[config.mk]
export PLATFORM = sky130hd
export DESIGN_NAME = tiny32_bus_arbiter_flat
export DESIGN_NICKNAME = d
export VERILOG_FILES = /design/src/rtl/tiny32_bus_pkg.sv /design/src/rtl/tiny32_bus_arbiter_if.sv /design/src/rtl/tiny32_rr_arbiter.sv /design/src/rtl/tiny32_bus_arbiter.sv /design/src/flat_wrapper.sv
export SDC_FILE = /design/constraint.sdc
export NUM_CORES = 1
export LEC_CHECK = 0
export ABC_AREA = 1
export BUFFER_PORTS_ARGS = -buffer_cell sky130_fd_sc_hd__buf_2
export CORE_ASPECT_RATIO = 0.6
export CORE_MARGIN = 8
export CORE_UTILIZATION = 43
export CTS_CLUSTER_SIZE = 20
export DETAILED_ROUTE_END_ITERATION = 8
export GPL_TIMING_DRIVEN = 0
export PLACE_DENSITY_LB_ADDON = 0.1
export SYNTH_ARGS = -nofsm -noshare
export SYNTH_HDL_FRONTEND = slang
export SYNTH_SLANG_ARGS = --single-unit
[constraint.sdc]
create_clock -name clk -period 4.74 [get_ports clk]
set_input_delay 0.711 -clock clk [delete_from_list [all_inputs] [get_ports clk]]
set_output_delay 0.711 -clock clk [all_outputs]
set_load 0.01 [all_outputs]
[src/rtl/tiny32_bus_pkg.sv]
// tiny32_bus_pkg: shared encodings and request detection for the tiny32 native bus
package tiny32_bus_pkg;
    typedef enum logic [1:0] {IDLE = 2'd0, ACCESS = 2'd1, DONE = 2'd2} state_t;
    localparam logic [3:0] NWR_IDLE = 4'hF;
    // A master requests when it strobes a read, any write byte, or both at once
    function automatic logic is_req(input logic nrd, input logic [3:0] nwr);
        return !nrd || (nwr != NWR_IDLE);
    endfunction
endpackage

[src/rtl/tiny32_bus_arbiter_if.sv]
// tiny32_bus_arbiter_if: one tiny32 native bus link between a master and a slave
interface tiny32_bus_arbiter_if;
    logic [31:0] address;
    logic [31:0] data_out;
    logic        nrd;
    logic [3:0]  nwr;
    logic [31:0] data_in;
    logic        ready;
    modport master (output address, data_out, nrd, nwr, input data_in, ready);
    modport slave (input address, data_out, nrd, nwr, output data_in, ready);
endinterface

[src/rtl/tiny32_rr_arbiter.sv]
// tiny32_rr_arbiter: two-way winner select, fixed M0 priority or round-robin on ties
module tiny32_rr_arbiter (
    input  logic req0,
    input  logic req1,
    input  logic last_grant,
    input  logic fixed_priority,
    output logic winner
);
    // On a tie the master not granted last wins unless M0 is pinned to priority
    assign winner = (req0 && req1) ? (!fixed_priority && !last_grant) : (!req0 && req1);
endmodule

[src/rtl/tiny32_bus_arbiter.sv]
// tiny32_bus_arbiter: shares one registered slave port between two tiny32 masters with a timeout watchdog
module tiny32_bus_arbiter
    import tiny32_bus_pkg::*;
#(
    parameter bit          FIXED_PRIORITY = 1'b0,
    parameter int          TIMEOUT        = 16,
    parameter logic [31:0] ERR_DATA       = 32'hFFFFFFFF
) (
    input  logic                  clk,
    input  logic                  reset,
    tiny32_bus_arbiter_if.slave   m0,
    tiny32_bus_arbiter_if.slave   m1,
    tiny32_bus_arbiter_if.master  s,
    output logic                  bus_error,
    output logic                  grant
);
    localparam logic [7:0] LAST = 8'(TIMEOUT - 1);
    state_t     state;
    logic       rr_ptr;
    logic [7:0] counter;
    logic       req0;
    logic       req1;
    logic       winner;
    logic       finish;
    assign req0 = is_req(m0.nrd, m0.nwr);
    assign req1 = is_req(m1.nrd, m1.nwr);
    assign finish = s.ready || (counter == LAST);
    assign m0.ready = !req0 || (state == DONE && !grant);
    assign m1.ready = !req1 || (state == DONE && grant);
    tiny32_rr_arbiter u_arb (
        .req0           (req0),
        .req1           (req1),
        .last_grant     (rr_ptr),
        .fixed_priority (FIXED_PRIORITY),
        .winner         (winner)
    );
    // Transaction FSM: latch the winner onto the slave port, then wait for s.ready or the watchdog
    always_ff @(posedge clk or posedge reset) begin
        if (reset) begin
            state      <= IDLE;
            grant      <= 1'b1;
            rr_ptr     <= 1'b1;
            counter    <= 8'd0;
            s.address  <= 32'd0;
            s.data_out <= 32'd0;
            s.nrd      <= 1'b1;
            s.nwr      <= NWR_IDLE;
            m0.data_in <= 32'd0;
            m1.data_in <= 32'd0;
            bus_error  <= 1'b0;
        end else begin
            bus_error <= 1'b0;
            case (state)
                IDLE: if (req0 || req1) begin
                    s.address  <= winner ? m1.address : m0.address;
                    s.data_out <= winner ? m1.data_out : m0.data_out;
                    s.nrd      <= winner ? m1.nrd : m0.nrd;
                    s.nwr      <= winner ? m1.nwr : m0.nwr;
                    grant      <= winner;
                    if (req0 && req1) rr_ptr <= winner;
                    counter    <= 8'd0;
                    state      <= ACCESS;
                end
                ACCESS: begin
                    counter <= counter + 8'd1;
                    if (finish) begin
                        if (grant) m1.data_in <= s.ready ? s.data_in : ERR_DATA;
                        else m0.data_in <= s.ready ? s.data_in : ERR_DATA;
                        bus_error <= !s.ready;
                        s.nrd     <= 1'b1;
                        s.nwr     <= NWR_IDLE;
                        state     <= DONE;
                    end
                end
                default: state <= IDLE;
            endcase
        end
    end
endmodule

[src/flat_wrapper.sv]
// flat-port wrapper written by rule: the top's interface ports become plain ports
module tiny32_bus_arbiter_flat import tiny32_bus_pkg::*;
#(
    parameter bit          FIXED_PRIORITY = 1'b0,
    parameter int          TIMEOUT        = 16,
    parameter logic [31:0] ERR_DATA       = 32'hFFFFFFFF
)
  (clk, reset, bus_error, grant, m0_address, m0_data_out, m0_nrd, m0_nwr, m0_data_in, m0_ready, m1_address, m1_data_out, m1_nrd, m1_nwr, m1_data_in, m1_ready, s_address, s_data_out, s_nrd, s_nwr, s_data_in, s_ready);
  tiny32_bus_arbiter_if m0_i ();
  tiny32_bus_arbiter_if m1_i ();
  tiny32_bus_arbiter_if s_i ();
  input  logic clk;
  input  logic reset;
  output logic bus_error;
  output logic grant;
  input wire logic [$bits(m0_i.address)-1:0] m0_address;
  input wire logic [$bits(m0_i.data_out)-1:0] m0_data_out;
  input wire logic [$bits(m0_i.nrd)-1:0] m0_nrd;
  input wire logic [$bits(m0_i.nwr)-1:0] m0_nwr;
  output wire logic [$bits(m0_i.data_in)-1:0] m0_data_in;
  output wire logic [$bits(m0_i.ready)-1:0] m0_ready;
  input wire logic [$bits(m1_i.address)-1:0] m1_address;
  input wire logic [$bits(m1_i.data_out)-1:0] m1_data_out;
  input wire logic [$bits(m1_i.nrd)-1:0] m1_nrd;
  input wire logic [$bits(m1_i.nwr)-1:0] m1_nwr;
  output wire logic [$bits(m1_i.data_in)-1:0] m1_data_in;
  output wire logic [$bits(m1_i.ready)-1:0] m1_ready;
  output wire logic [$bits(s_i.address)-1:0] s_address;
  output wire logic [$bits(s_i.data_out)-1:0] s_data_out;
  output wire logic [$bits(s_i.nrd)-1:0] s_nrd;
  output wire logic [$bits(s_i.nwr)-1:0] s_nwr;
  input wire logic [$bits(s_i.data_in)-1:0] s_data_in;
  input wire logic [$bits(s_i.ready)-1:0] s_ready;
  assign m0_i.address = m0_address;
  assign m0_i.data_out = m0_data_out;
  assign m0_i.nrd = m0_nrd;
  assign m0_i.nwr = m0_nwr;
  assign m0_data_in = m0_i.data_in;
  assign m0_ready = m0_i.ready;
  assign m1_i.address = m1_address;
  assign m1_i.data_out = m1_data_out;
  assign m1_i.nrd = m1_nrd;
  assign m1_i.nwr = m1_nwr;
  assign m1_data_in = m1_i.data_in;
  assign m1_ready = m1_i.ready;
  assign s_address = s_i.address;
  assign s_data_out = s_i.data_out;
  assign s_nrd = s_i.nrd;
  assign s_nwr = s_i.nwr;
  assign s_i.data_in = s_data_in;
  assign s_i.ready = s_ready;
  tiny32_bus_arbiter #(.FIXED_PRIORITY(FIXED_PRIORITY), .TIMEOUT(TIMEOUT), .ERR_DATA(ERR_DATA)) u_core (.clk(clk), .reset(reset), .m0(m0_i), .m1(m1_i), .s(s_i), .bus_error(bus_error), .grant(grant));
endmodule
== Word-level counts from Yosys, hierarchy flattened ==
Index checks and enable logic that the tools add are counted.

* Add/subtract/negate cells: 1
* Bitwise operators: 1
* Reduce and logical (&&, ||, !) cells: 26
* Muxes and demuxes: 19
* Equality and inequality tests: 7

{| class="wikitable"
|+ Operators by type and width
! cell !! count
|-
| $mux W32 || 3
|-
| $pmux W8 S2 || 1
|-
| $mux W4 || 3
|-
| $reduce_and A3 Y1 || 4
|-
| $add A8 B1 Y8 const B || 1
|-
| $eq A8 B4 Y1 const B || 1
|-
| $mux W8 || 1
|-
| $ne A4 B4 Y1 const B || 2
|-
| $pmux W4 S2 || 1
|-
| $logic_not A1 Y1 || 7
|-
| $logic_or A1 B1 Y1 || 6
|-
| $mux W1 || 6
|-
| $reduce_and A2 Y1 || 3
|-
| $logic_and A1 B1 Y1 || 4
|-
| $mux W2 || 2
|-
| $ne A2 B1 Y1 const B || 2
|-
| $pmux W2 S2 || 1
|-
| $eq A2 B1 Y1 const B || 1
|-
| $eq A2 B2 Y1 const B || 1
|-
| $logic_not A2 Y1 || 1
|-
| $pmux W1 S2 || 1
|-
| $reduce_bool A2 Y1 || 1
|-
| $not A1 Y1 || 1
|}

* Logic and storage cells: 65
* Bits in registers: 146
* Output and inout bits: 137
* Input port bits: 173

== Longest topological paths before layout ==
* Depth after elaboration: 8
* Depth in mapped cells: 10
* Depth with buffers taken out: 9

== By module ==
A second synthesis with hierarchy kept.

* Cell total of the unflattened synthesis: 766
* Area total of the unflattened synthesis: 6767.7 um2

{| class="wikitable"
|+ Modules (own cells, without submodules)
! module !! sequential area each (um2) !! cells each !! times used !! area an instance (um2)
|-
| tiny32_bus_arbiter || 3662.3 || 759 || 1 || 6739.0
|-
| tiny32_rr_arbiter || 0.0 || 7 || 1 || 28.8
|}

== Worst setup path after synthesis ==
No wires, ideal clock.

* Path kind: input to output
* From: input m1_nrd
* To: output m1_ready
* Arrival: 1.455 ns
* Cell stages on the path: 6
* Buffers on the path: 2
* Slack: 2.574 ns
* Data required time: 4.029 ns
* Cell sequence: nand3_1 -> nor2_1 -> inv_1 -> buf_2 -> buf_2 -> o21ai_0

* Cells in the longest elaborated chain, start to end: 4

{| class="wikitable"
|+ Ends and longest elaborated chain
! item !! RTL line !! text
|-
| start: declaration || flat_wrapper.sv:24 || <nowiki>input wire logic [$bits(m1_i.nrd)-1:0] m1_nrd;</nowiki>
|-
| $logic_not A1 Y1 || tiny32_bus_pkg.sv:7 || <nowiki>return !nrd || (nwr != NWR_IDLE);</nowiki>
|-
| $logic_or A1 B1 Y1 || tiny32_bus_pkg.sv:7 ||
|-
| $logic_not A1 Y1 || tiny32_bus_arbiter.sv:29 || <nowiki>assign m1.ready = !req1 || (state == DONE && grant);</nowiki>
|-
| $logic_or A1 B1 Y1 || tiny32_bus_arbiter.sv:29 ||
|-
| end: declaration || flat_wrapper.sv:27 || <nowiki>output wire logic [$bits(m1_i.ready)-1:0] m1_ready;</nowiki>
|}

No other way between the ends.

== Final worst setup path ==
Ends and elaborated chain as after synthesis.

==> results.sh <==
export IMPL_worst_clock_skew_ps=14.9
export IMPL_min_path_type="in2async"
export IMPL_synth_most_common_cell="nand2_1"
export IMPL_tritoncts="yes"
export IMPL_drc=0
export IMPL_antenna_found_initial=2
export IMPL_via_per_inst=4.92
export IMPL_synth_warning_count=0
export IMPL_root_buffer="clkbuf_16"
export IMPL_startpoint="m1_nrd"
export IMPL_port_buffers=309
export IMPL_drtIter0Drc=446
export IMPL_grt_max_degree=95
export IMPL_grt_overflow=0
export IMPL_detailed_place_hpwl_um=18200
export IMPL_powerDensity_nw_per_um2=685
export IMPL_synth_largest_area_cell="dfrtp_1"
export IMPL_drive_gt1_frac=0.327
export IMPL_fin_crit_sh=0.579
export IMPL_crit_fanout=10
export IMPL_synth_edf_count=0
export IMPL_clk_latency_ps=420
export IMPL_vdd_drop_max_uv=225
export IMPL_fin_nets=1400
export IMPL_syn_area_per_cell_sq_um=7.79
export IMPL_drv_cap=0
export IMPL_drtPass1Iterations=4
export IMPL_cts_resized=0
export IMPL_syn2layout_area_growth_pct=34.7
export IMPL_num_rows=36
export IMPL_grt_pass1_vias=7139
export IMPL_status="completed"
export IMPL_r2r_start="u_core.grant$_DFFE_PP1P_"
export IMPL_power_w=0.00644
export IMPL_grt_pass1_wl_um=37800
export IMPL_hold_viol_final=0
export IMPL_leakage_nw=5.34
export IMPL_critPathRequiredTime_ps=4030
export IMPL_cts_setup_buffers=0
export IMPL_synth_main_ff_cell="dfrtp_1"
export IMPL_arrival_ps=2040
export IMPL_drt_total_wl_um=24000
export IMPL_htreeDepth=4
export IMPL_startpoint_type="primary input"
export IMPL_end_kind="output pin"
export IMPL_syn_inst=897
export IMPL_setup_violations=0
export IMPL_die_w_um=181
export IMPL_detail_route_wl_per_cell_um=16.6
export IMPL_globalplace_congestion=0.811
export IMPL_tightest_slew_ps=539
export IMPL_synth_area_sq_um=6980
export IMPL_postCtsHoldBufs=0
export IMPL_syn_nets=1071
export IMPL_synth_seq_cells=146
export IMPL_coreArea_sq_um=16100
export IMPL_num_fill_cells=1561
export IMPL_clk_pin_slew_worst_paths_ps=70
export IMPL_period_needed_ps=2750
export IMPL_finalSetupTns_ps=0
export IMPL_slew_limit_headroom=0.641
export IMPL_post_route_util=0.585
export IMPL_crit_type="in2out"
export IMPL_dieArea_sq_um=20700
export IMPL_cts_buffer_depth=2
export IMPL_async_flop_share=1.00
export IMPL_rsz0062_at_grt="false"
export IMPL_die_h_um=115
export IMPL_finalMaxSlewViolations=0
export IMPL_fmax_mhz=364
export IMPL_synth_seq_area_share=0.524
export IMPL_grt_use_total=0.229
export IMPL_ys_types=28
export IMPL_yosys_top_cells_count="384 x nand2_1, 139 x dfrtp_1, 86 x nand3_1"
export IMPL_num_vias=7127
export IMPL_drtAntennaViolNets=0
export IMPL_synthTopCellsByArea="dfrtp_1 50%, nand2_1 21%, nand3_1 6.2%"
export IMPL_clkSinkCount=146
export IMPL_initial_utilization=0.434
export IMPL_numCtsBuffers=17
export IMPL_worst_hold_slack_ps=334
export IMPL_netlist_area_leader_share=0.498
export IMPL_num_io_pins=310
worst paths after layout:
check                      cells past startpoint  slack, ps                          endpoint
max in group asynchronous                      3       3530       u_core.s.nwr[3]$_DFFE_PP1P_
hold reg to reg                                2        470  u_core.m1.data_in[6]$_DFFE_PP0P_
setup reg to reg                               6       2960  u_core.m0.data_in[6]$_DFFE_PP0P_
setup / recovery                               8       1990                          m1_ready
min in group clk                               2        470  u_core.m1.data_in[6]$_DFFE_PP0P_
hold / removal                                 2        330  u_core.m0.data_in[7]$_DFFE_PP0P_
cells in the final DEF, fill, tap and decap left out, types with 2 or more instances in the layout:
cell,netlist,routed
a21oi_1,23,23
nor2_1,45,45
buf_2,37,346
nand3_2,2,2
clkbuf_1,11,11
inv_8,0,2
nand3_1,86,86
buf_4,2,2
clkinv_4,0,2
dfrtp_1,139,139
clkbuf_16,0,17
buf_1,3,3
buf_6,6,6
o21ai_1,34,34
inv_6,0,7
nand2_2,2,2
nand3b_1,32,32
nand2_1,384,384
clkinvlp_4,0,2
o21ai_0,31,31
dfstp_2,7,7
inv_1,42,41
metrics by stage:
stage / setup WS [ps] / area, sq um / cells
2_1_floorplan: 118 / 6980 / 897
3_3_place_gp: -1760 / 8790 / 1415
3_5_place_dp: 2030 / 8820 / 1416
4_1_cts: 2020 / 9410 / 1448
5_1_grt: 1940 / 9410 / 1449
6_report: 1990 / 9410 / 1449
cell type report:
class | instances | area, sq um | area share
antenna | 1 | 2.50 | 0.000266
clock inverter | 14 | 143 | 0.0152
tap | 209 | 262 | 0.0278
sequential | 146 | 3660 | 0.389
clock buffer | 18 | 439 | 0.0467
inverter | 44 | 170 | 0.0181
buffer | 59 | 320 | 0.0340
multi-input combinational | 648 | 2840 | 0.301
timing repair buffer | 310 | 1570 | 0.167
where the power goes:
part	total [W]	switching (W)	internal [W]
Clock	0.00134	0.000586	0.000755
Sequential	0.00219	0.000321	0.00187
Combinational	0.00291	0.00185	0.00106
Total	0.00644	0.00276	0.00369
per-layer routing:
layer / GRT usage / vias up / wire (um) / share of wire
li1: - / 3506 / - / -
met4: 0.0669 / 2 / 346 / 0.014
met2: 0.357 / 278 / 10600 / 0.44
met3: 0.0748 / 28 / 2040 / 0.085
met5: 0 / - / 9 / 0.00038
met1: 0.304 / 3313 / 11000 / 0.46
state kept, by name, indices dropped and copies added, names as in the netlist:
name / count
u_core.s.nrd: 1
u_core.bus_error: 1
u_core.m0.data_in: 32
u_core.state: 2
u_core.grant: 1
u_core.counter: 8
u_core.m1.data_in: 32
u_core.s.address: 32
u_core.s.nwr: 4
u_core.s.data_out: 32
u_core.rr_ptr: 1
cell families (layout without fill, tap and decap cells):
logic type	Yosys count	count (layout)	synth area share
simple gates	557	557	0.338
flops	146	146	0.524
buf+inv	103	445	0.0695
compound gates	90	90	0.0663
fa+ha+maj	1	1	0.00179
other cells	0	1	0
worst max-delay path, cell delays in order:
cell and delay [ps]:
buf_2 110, nand3_1 70, nor2_1 60, inv_1 120, buf_2 310, buf_2 340, o21ai_0 140, buf_2 170
Note: power is estimated with default switching activity, not from simulation.
